--- src/rtl/store_align_unit_pkg.sv ---
// Shared types for the MEM-stage store path: operation encoding, bus types,
// write-beat record and the store FSM state encoding.
package store_align_unit_pkg;

  typedef logic [63:0] addr_t;
  typedef logic [63:0] data_t;
  typedef logic [7:0]  mask_t;

  typedef enum logic [2:0] {
    MEM_NO = 3'd0,
    MEM_B  = 3'd1,
    MEM_H  = 3'd2,
    MEM_W  = 3'd3,
    MEM_D  = 3'd4,
    MEM_UB = 3'd5,
    MEM_UH = 3'd6,
    MEM_UW = 3'd7
  } mem_op_enum;

  typedef struct packed {
    addr_t addr;
    data_t wdata;
    mask_t wmask;
  } mem_beat_t;

  typedef enum logic [2:0] {
    ST_IDLE = 3'd0,
    ST_REQ0 = 3'd1,
    ST_ACK0 = 3'd2,
    ST_REQ1 = 3'd3,
    ST_ACK1 = 3'd4
  } store_state_e;

  // Signed and unsigned variants occupy the same number of bytes in memory.
  function automatic logic [3:0] mem_size(mem_op_enum op);
    case (op)
      MEM_B, MEM_UB: return 4'd1;
      MEM_H, MEM_UH: return 4'd2;
      MEM_W, MEM_UW: return 4'd4;
      MEM_D:         return 4'd8;
      default:       return 4'd0;
    endcase
  endfunction

endpackage

--- src/rtl/store_align_unit_lane_shift.sv ---
// Combinational lane placement: moves a right-justified store value and its
// byte mask to the byte offset within a 16-byte (two-beat) window.
module store_lane_shift
  import store_align_unit_pkg::*;
(
  input  data_t          st_data,
  input  mem_op_enum     st_op,
  input  logic [2:0]     off,
  output logic [127:0]   wide_data,
  output logic [15:0]    wide_mask
);

  mask_t base_mask;

  always_comb begin
    base_mask = 8'h00;
    case (mem_size(st_op))
      4'd1:    base_mask = 8'h01;
      4'd2:    base_mask = 8'h03;
      4'd4:    base_mask = 8'h0F;
      4'd8:    base_mask = 8'hFF;
      default: base_mask = 8'h00;
    endcase
  end

  // Bytes above the access size are shifted along but never enabled.
  assign wide_data = {64'b0, st_data} << {off, 3'b000};
  assign wide_mask = {8'b0, base_mask} << off;

endmodule

--- src/rtl/store_align_unit.sv ---
// Store alignment unit: places a store on the 64-bit bus, splits 8-byte
// boundary crossings into two beats and reports completion after all acks.
//
// state | meaning
// IDLE  | ready for a request; st_done/st_err pulse here after completion
// REQ0  | first beat offered, waiting for mem_req_ready
// ACK0  | first beat accepted, waiting for its write acknowledge
// REQ1  | second beat of a crossing store offered
// ACK1  | second beat accepted, waiting for its write acknowledge
module store_align_unit
  import store_align_unit_pkg::*;
#(
  parameter bit ALLOW_SPLIT = 1'b1
) (
  input  logic        clk,
  input  logic        rst,
  input  logic        st_valid,
  output logic        st_ready,
  input  addr_t       st_addr,
  input  data_t       st_data,
  input  mem_op_enum  st_op,
  output logic        st_done,
  output logic        st_err,
  output logic        mem_req_valid,
  input  logic        mem_req_ready,
  output addr_t       mem_addr,
  output data_t       mem_wdata,
  output mask_t       mem_wmask,
  input  logic        mem_resp_valid
);

  store_state_e state;
  mem_beat_t    out_beat;
  mem_beat_t    pend_beat;
  mem_beat_t    nxt0;
  mem_beat_t    nxt1;
  logic         has_beat1;
  logic [127:0] wide_data;
  logic [15:0]  wide_mask;
  logic         crossing;

  store_lane_shift u_lane_shift (
    .st_data   (st_data),
    .st_op     (st_op),
    .off       (st_addr[2:0]),
    .wide_data (wide_data),
    .wide_mask (wide_mask)
  );

  always_comb begin
    nxt0.addr  = {st_addr[63:3], 3'b000};
    nxt0.wdata = wide_data[63:0];
    nxt0.wmask = wide_mask[7:0];
    nxt1.addr  = nxt0.addr + 64'd8;
    nxt1.wdata = wide_data[127:64];
    nxt1.wmask = wide_mask[15:8];
  end

  assign crossing  = |wide_mask[15:8];
  assign st_ready  = (state == ST_IDLE);
  assign mem_addr  = out_beat.addr;
  assign mem_wdata = out_beat.wdata;
  assign mem_wmask = out_beat.wmask;

  always_ff @(posedge clk or posedge rst) begin
    if (rst) begin
      state         <= ST_IDLE;
      st_done       <= 1'b0;
      st_err        <= 1'b0;
      mem_req_valid <= 1'b0;
      out_beat      <= '0;
      pend_beat     <= '0;
      has_beat1     <= 1'b0;
    end else begin
      st_done <= 1'b0;
      st_err  <= 1'b0;
      case (state)
        ST_IDLE: begin
          if (st_valid) begin
            pend_beat <= nxt1;
            has_beat1 <= crossing;
            if (st_op == MEM_NO) begin
              st_done <= 1'b1;
            end else if (crossing && !ALLOW_SPLIT) begin
              st_done <= 1'b1;
              st_err  <= 1'b1;
            end else begin
              out_beat      <= nxt0;
              mem_req_valid <= 1'b1;
              state         <= ST_REQ0;
            end
          end
        end
        ST_REQ0: begin
          if (mem_req_ready) begin
            mem_req_valid <= 1'b0;
            state         <= ST_ACK0;
          end
        end
        ST_ACK0: begin
          if (mem_resp_valid) begin
            if (has_beat1) begin
              out_beat      <= pend_beat;
              mem_req_valid <= 1'b1;
              state         <= ST_REQ1;
            end else begin
              st_done <= 1'b1;
              state   <= ST_IDLE;
            end
          end
        end
        ST_REQ1: begin
          if (mem_req_ready) begin
            mem_req_valid <= 1'b0;
            state         <= ST_ACK1;
          end
        end
        ST_ACK1: begin
          if (mem_resp_valid) begin
            st_done <= 1'b1;
            state   <= ST_IDLE;
          end
        end
        default: begin
          mem_req_valid <= 1'b0;
          state         <= ST_IDLE;
        end
      endcase
    end
  end

endmodule

--- config.mk ---
export PLATFORM = sky130hd
export DESIGN_NAME = store_align_unit
export DESIGN_NICKNAME = d
export VERILOG_FILES = /design/src/rtl/store_align_unit_pkg.sv /design/src/rtl/store_align_unit_lane_shift.sv /design/src/rtl/store_align_unit.sv
export SDC_FILE = /design/constraint.sdc
export NUM_CORES = 1
export LEC_CHECK = 0
export ABC_AREA = 1
export BUFFER_PORTS_ARGS = -buffer_cell sky130_fd_sc_hd__buf_2
export CORE_MARGIN = 2
export CORE_UTILIZATION = 61
export CTS_CLUSTER_DIAMETER = 60
export DETAILED_ROUTE_END_ITERATION = 7
export GPL_TIMING_DRIVEN = 0
export PLACE_DENSITY = 0.87
export SYNTH_ARGS = -nofsm -noshare
export SYNTH_HDL_FRONTEND = slang
export SYNTH_SLANG_ARGS = --single-unit
--- constraint.sdc ---
create_clock -name clk -period 11.3 [get_ports clk]
set_input_delay 0.565 -clock clk [delete_from_list [all_inputs] [get_ports clk]]
set_output_delay 0.565 -clock clk [all_outputs]
set_load 0.02 [all_outputs]
# Yosys cells after proc, flatten, opt, wreduce, memory -nomap -nowiden
# Index checks and enable logic that the tools add are counted.
[totals] reg_bits=278 in_bits=136 word_cells=76
[classes] n_addsub=1 eq_ne=23 shift=2 mux=27 bitwise=1 reduce_logical=12
[ops] operator="2-to-1 mux 136 bit" n=4
[ops] operator="one-hot mux 136 bit (2 select lines)" n=1
[ops] operator="left shift 64 x 6 -> 128 bit" n=1
[ops] operator="adder 64 x 4 -> 64 bit, second input constant" n=1
[ops] operator="one-hot mux 8 bit (4 select lines)" n=1
[ops] operator="2-to-1 mux 3 bit" n=6
[ops] operator="one-hot mux 4 bit (4 select lines)" n=1
[ops] operator="left shift 8 x 3 -> 16 bit" n=1
[ops] operator="== test 3 bit, second input constant" n=5
[ops] operator="one-hot mux 3 bit (5 select lines)" n=1
[ops] operator="inequality test 2 bit, second input constant" n=7
[ops] operator="== test 3 x 2 -> 1 bit, second input constant" n=4
[ops] operator="AND reduction 6 bit" n=2
[ops] operator="2-to-1 mux 1 bit" n=10
[ops] operator="OR reduction 2 bit" n=4
[ops] operator="OR reduction 8 bit" n=1
[ops] operator="== test 3 x 1 -> 1 bit, second input constant" n=2
[ops] operator="zero test 3 bit" n=2
[ops] operator="AND reduction 5 bit" n=1
[ops] operator="== test 4 x 1 -> 1 bit, second input constant" n=1
[ops] operator="== test 4 x 2 -> 1 bit, second input constant" n=1
[ops] operator="== test 4 x 3 -> 1 bit, second input constant" n=1
[ops] operator="== test 4 bit, second input constant" n=1
[ops] operator="one-hot mux 1 bit (4 select lines)" n=1
[ops] operator="6 further kinds" n=6

# Logic depth before layout (Yosys ltp)
[logic_depth] depth_word=9 ltp_mapped=11 depth_no_buf=11

# Hierarchy
# From an unflattened synthesis, not the netlist that was laid out.
[unflattened] hier_cells=2482 area_unflattened_um2=16693.5
[by_module_without_submodules] mod="store_align_unit" n_inst=1 cells_per_inst=1838 area_each_um2=13656.8 seq_area_each_um2=6806.5
[by_module_without_submodules] mod="store_lane_shift" n_inst=1 cells_per_inst=644 area_each_um2=3036.7 seq_area_each_um2=0.0

# Worst setup path after synthesis
# OpenSTA, ideal clock, no wires.
[synth_path] kind="input port to flip-flop" from="in st_addr[3]" to="reg pend_beat[111] (netlist name)" setup_ns=0.083 arrival_time_ns=1.851 t_required_ns=11.217 path_slack_ns=9.366 stages=9 path_buffers=0 path_cell_list="ha_1 -> nand3_1 -> nor2_1 -> nand2_1 -> nor2_1 -> nand3b_1 -> nand2_1 -> nand2_1 -> o21ai_0"
[synth_via] elab_chain_cells=1
[synth_rtl] item="start, declared" line="store_align_unit.sv:19" text="input addr_t st_addr,"
[synth_rtl] item="adder 64 x 4 -> 64 bit" line="store_align_unit.sv:54" text="nxt1.addr = nxt0.addr + 64'd8;"
[synth_rtl] item="end signal, assigned" line="store_align_unit.sv:80" text="pend_beat <= nxt1;"
[synth_rtl] item="end, declared" line="store_align_unit.sv:34" text="mem_beat_t pend_beat;"
# No other way between the ends.
# A chain may end at the register's enable or synchronous reset.

# Final worst setup path
[layout_path] from="reg state[2]" to="reg out_beat (netlist bit mem_wdata[39])"
[layout_via] elab_chain_cells=3 elab_cells_between_ends=9
[layout_rtl] item="start, declared" line="store_align_unit.sv:32" text="store_state_e state;"
[layout_rtl] item="start signal, assigned" line="store_align_unit.sv:67" text="state <= ST_IDLE;"
[layout_rtl] item="start signal, assigned" line="store_align_unit.sv:90" text="state <= ST_REQ0;"
[layout_rtl] item="start signal, assigned" line="store_align_unit.sv:97" text="state <= ST_ACK0;"
[layout_rtl] item="== test 3 x 2 -> 1 bit or zero test 3 bit (tied branches)" line="store_align_unit.sv:77" text="case (state)"
[layout_rtl] item="inequality test 2 bit (no line) or nonzero test 2 bit (tied branches)"
[layout_rtl] item="AND reduction 5 bit (no line)"
[layout_rtl] item="end signal, assigned" line="store_align_unit.sv:88" text="out_beat <= nxt0;"
[layout_rtl] item="end signal, assigned" line="store_align_unit.sv:103" text="out_beat <= pend_beat;"
[layout_rtl] item="end, declared" line="store_align_unit.sv:33" text="mem_beat_t out_beat;"
# Several ways; a longest one is shown, not always the timed one.

==> summary.md <==
| Metric | Value |
|---|---|
| Aggregate global routing overflow | `0` |
| Async S/R FF share, synth | `1.00` |
| Synthesis-to-layout area growth | `19.3%` |
| Flip-flop and latch count after synthesis | `around 260` |
| Worst clock skew | `between 0.02 and 0.03 ns` |
| Floorplan die area | `about 0.025 mm2` |
| CP Launch Type | `flop` |
| Post-Synthesis Mean Instance Area | `roughly 7 um2` |
| Total of endpoints with negative setup slack in the final report | `0` |
| Most common cell in the netlist | `sky130_fd_sc_hd__nand2_1` |
| Leakage | `8.39 nW` |
| Vias per cell | `~6.2` |
| Path depth of the worst reg2reg path | `10` |
| Max Transition Viols Final | `0` |
| First-pass GRT wire length | `88.5 mm` |
| Filler Cells Inserted | `around 1800` |
| Max stage delay on crit path | `0.42 ns` |
| Via count of the routed design | `16600` |
| Cells taking the most area after synthesis | `sky130_fd_sc_hd__dfrtp_1 45%, sky130_fd_sc_hd__nand2_1 19%, sky130_fd_sc_hd__o21ai_0 6.7%, sky130_fd_sc_hd__nor2_1 6.4%, sky130_fd_sc_hd__a31oi_1 3.3%` |
| Share of the synthesized area in the top cell type | `0.453` |
| Die span in y | `roughly 160 um` |
| Path type of the worst min-delay path | `input pin to asynchronous set/reset pin` |
| Finished Cell Area | `between 0.015 and 0.02 mm2` |
| Maximum clock frequency | `~0.36 GHz` |
| Kind of cell with the highest combined delay on the critical path | `buffers and inverters` |
| Clock transition at the register clock pins on the worst setup and hold paths after CTS | `0.06 ns` |
| Routed wire length | `around 59 mm` |
| Worst path arrival time | `between 3 and 4 ns` |
| HPWL Detailed | `between 40 and 50 mm` |
| Cts bufs inserted | `29` |
| Bufs and invs on worst path | `4` |
| Final core utilization | `0.741` |
| Post-Syn Instances | `between 2000 and 2500` |
| Number of antenna violations at the first check in global routing | `2` |
| Cell type of the slowest stage on the worst timing path | `sky130_fd_sc_hd__nor2_2` |
| Critical path start-end classification | `flop to flop` |
| Remaining max-slew budget at the tightest pin | `0.249` |
| Number of top-level pins | `276` |
| WL/cell | `approximately 22 um` |
| Final worst setup slack | `approximately 8.5 ns` |
| Area of placed instances | `~0.016 mm2` |
| Number of buffers between clock root and the deepest sink | `3` |
| Warnings from Yosys | `0` |
| Cells along the critical path | `inv_1 > nand2_1 > nor2_2 > nand2_1 > nand2_1 > nand3_4 > inv_2 > buf_4 > buf_2 > a31oi_1` |
| Number of gates on the worst path with buffers counted | `10` |
| First drt pass iteration count | `8` |
| Register area share after synthesis | `0.453` |
| Capture instance of the worst register-to-register path | `mem_wdata[39]$_DFFE_PP0P_` |
| Setup TNS | `0 ns` |
| Post-placement setup slack | `between 8 and 9 ns` |
| Routability-driven placement congestion ratio | `about 1.1` |
| Required time reported for the critical path endpoint | `between 10 and 15 ns` |
| Total DRC errors in the routed layout | `6` |
| Share of post-route cells with drive strength above 1 | `0.162` |
| Count of endpoints failing hold in the final timing report | `0` |
| Final net count | `2465` |
| Violated checks | `DRC` |
| Overall Power | `between 5 and 6 mW` |
| Unrepaired setup endpoints after global routing | `false` |
| Count of standard-cell rows | `56` |
| Tmin final | `between 2 and 3 ns` |
| Maximum number of pins on one net before global-route repair | `about 130` |
| Status | `complete, but fails checks` |
| H-tree depth | `1` |
| Power density over cell area | `290 mW/mm2` |
| Max VDD drop | `approximately 220 uV` |
| Number of buffers inserted for hold repair after clock tree synthesis | `0` |
| Floorplan Core Area | `0.0234 mm2` |
| Total track usage | `0.472` |
| Cell area after synthesis | `approximately 0.015 mm2` |
| Crit share post-route | `0.244` |
| Critical path origin | `state[2]$_DFFE_PP0P_` |
| Count of cell types in the netlist | `35` |
| TritonCTS sink count | `approximately 260` |
| Most used DFF post-synth | `sky130_fd_sc_hd__dfrtp_1` |
| Commonest cells in the netlist | `725 x sky130_fd_sc_hd__nand2_1, 263 x sky130_fd_sc_hd__dfrtp_1, 247 x sky130_fd_sc_hd__nor2_1, 196 x sky130_fd_sc_hd__o21ai_0, 99 x sky130_fd_sc_hd__inv_1` |
| Count of cells resized by post-cts repair | `0` |
| Die extent in x | `around 160 um` |
| Max FO, Critical Path | `10` |
| Largest area contributor in the synthesized netlist | `sky130_fd_sc_hd__dfrtp_1` |
| Clock insertion delay at the later pin of the skew report | `between 0.5 and 0.6 ns` |
| Starting density of the core | `0.621` |
| Number of nets still failing antenna checks after routing | `0` |
| Clock Tree Root | `sky130_fd_sc_hd__clkbuf_16` |
| IO Port Bufs | `around 270` |
| Worst flop-to-flop path startpoint | `state[2]$_DFFE_PP0P_` |
| CP Capture Type | `flop` |
| DR iter-0 viols | `between 2000 and 2500` |
| Number of global-route vias before repair | `about 16000` |
| Measured slew at the worst slew-check pin | `around 1.1 ns` |
| Number of flops mapped to enable cells by yosys | `0` |
| End of the critical path | `mem_wdata[39]$_DFFE_PP0P_` |
| Cell type with the highest occurrence count on the critical path | `sky130_fd_sc_hd__nand2_1` |
| Total setup buffers inserted after CTS | `0` |
| Max cap viols | `0` |
| CTS tree | `done` |
| Slack of the worst reg-to-reg path | `approximately 8.5 ns` |
==> layer usage <==
| metal | wire length (um) | vias to the layer above | global-route usage |
|---|---|---|---|
| met5 | 13 | - | 0 |
| met4 | 4870 | 2 | 0.323 |
| met3 | 7020 | 333 | 0.105 |
| met2 | 27000 | 1342 | 0.767 |
| met1 | 20500 | 7687 | 0.562 |
| li1 | - | 7233 | - |
==> worst min path at each step <==
stage | startpoint | endpoint | slack, ns
after CTS | rst | mem_addr[11]$_DFFE_PP0P_ | 0.24
after global placement | mem_wdata[23]$_DFFE_PP0P_ | mem_wdata[23]$_DFFE_PP0P_ | 0.46
final | rst | mem_addr[10]$_DFFE_PP0P_ | 0.20
after global routing | rst | mem_addr[10]$_DFFE_PP0P_ | 0.29
after detailed placement | mem_wdata[63]$_DFFE_PP0P_ | mem_wdata[63]$_DFFE_PP0P_ | 0.47
after floorplan | pend_beat[76]$_DFFE_PP0P_ | pend_beat[76]$_DFFE_PP0P_ | 0.45
==> stage by stage <==
stage	std cells	hold slack, ns
2_1_floorplan	2024	0.449
3_5_place_dp	2613	0.466
3_3_place_gp	2612	0.461
4_1_cts	2665	0.238
5_1_grt	2665	0.294
6_report	2666	0.199
==> state kept, by name (all words and copies together), names as in the netlist <==
signal,count
mem_req_valid,1
mem_wdata,64
mem_wmask,8
has_beat1,1
state,3
pend_beat,124
mem_addr,61
st_done,1
==> report_power, final <==
part	switching (mW)	total, mW	internal [mW]
clock network	0.411	1.02	0.610
registers	0.274	1.67	1.39
logic	1.66	2.34	0.685
total	2.34	5.03	2.69
==> logic make-up after synthesis <==
group                      synth area share
AOI/OAI and AO/OA                     0.162
DFF                                   0.453
and+or+nand+nor                       0.295
other                              0.000258
xor gates and xnor gates             0.0187
muxes                               0.00551
buffers and inverters                0.0624
adders and majority gates           0.00344
==> worst reg2reg max path, cell delays in order, from the launching register on <==
cell                      delay, ns
sky130_fd_sc_hd__dfrtp_1       0.37
sky130_fd_sc_hd__inv_1         0.16
sky130_fd_sc_hd__nand2_1       0.13
sky130_fd_sc_hd__nor2_2        0.42
sky130_fd_sc_hd__nand2_1       0.13
sky130_fd_sc_hd__nand2_1       0.14
sky130_fd_sc_hd__nand3_4       0.16
sky130_fd_sc_hd__inv_2         0.31
sky130_fd_sc_hd__buf_4         0.26
sky130_fd_sc_hd__buf_2         0.35
sky130_fd_sc_hd__a31oi_1       0.15
==> layout make-up <==
type,count,area [um2],share of cell area
clock buffer,35,788,0.0454
timing repair buffer,270,1370,0.0792
multi-input combinational,1538,7060,0.407
clock inverter,17,229,0.0132
antenna,1,2.50,0.000144
tap,319,399,0.0230
inverter,106,405,0.0234
buffer,117,509,0.0294
sequential,263,6580,0.379
==> cell usage in the layout, fill, tap and decap left out, types with 2 or more instances in the layout <==
cell type,n
sky130_fd_sc_hd__a21oi_1,36
sky130_fd_sc_hd__a22oi_1,51
sky130_fd_sc_hd__a31oi_1,77
sky130_fd_sc_hd__buf_1,7
sky130_fd_sc_hd__buf_2,289
sky130_fd_sc_hd__buf_4,8
sky130_fd_sc_hd__buf_6,2
sky130_fd_sc_hd__bufinv_16,5
sky130_fd_sc_hd__clkbuf_1,82
sky130_fd_sc_hd__clkbuf_16,29
sky130_fd_sc_hd__clkbuf_8,4
sky130_fd_sc_hd__clkinv_1,3
sky130_fd_sc_hd__clkinv_2,7
sky130_fd_sc_hd__clkinv_4,4
sky130_fd_sc_hd__conb_1,4
sky130_fd_sc_hd__dfrtp_1,263
sky130_fd_sc_hd__ha_1,4
sky130_fd_sc_hd__inv_1,98
sky130_fd_sc_hd__inv_2,4
sky130_fd_sc_hd__mux2i_1,8
sky130_fd_sc_hd__nand2_1,725
sky130_fd_sc_hd__nand3_1,65
sky130_fd_sc_hd__nand3b_1,3
sky130_fd_sc_hd__nand4_1,18
sky130_fd_sc_hd__nor2_1,247
sky130_fd_sc_hd__nor2_2,3
sky130_fd_sc_hd__nor3_1,3
sky130_fd_sc_hd__o211ai_1,15
sky130_fd_sc_hd__o21a_1,5
sky130_fd_sc_hd__o21ai_0,196
sky130_fd_sc_hd__o21ai_1,2
sky130_fd_sc_hd__o21bai_1,4
sky130_fd_sc_hd__o221ai_1,4
sky130_fd_sc_hd__o22ai_1,13
sky130_fd_sc_hd__o31ai_1,2
sky130_fd_sc_hd__or2_2,20
sky130_fd_sc_hd__xnor2_1,13
sky130_fd_sc_hd__xor2_1,18
Power figures use the tool's default switching activity.
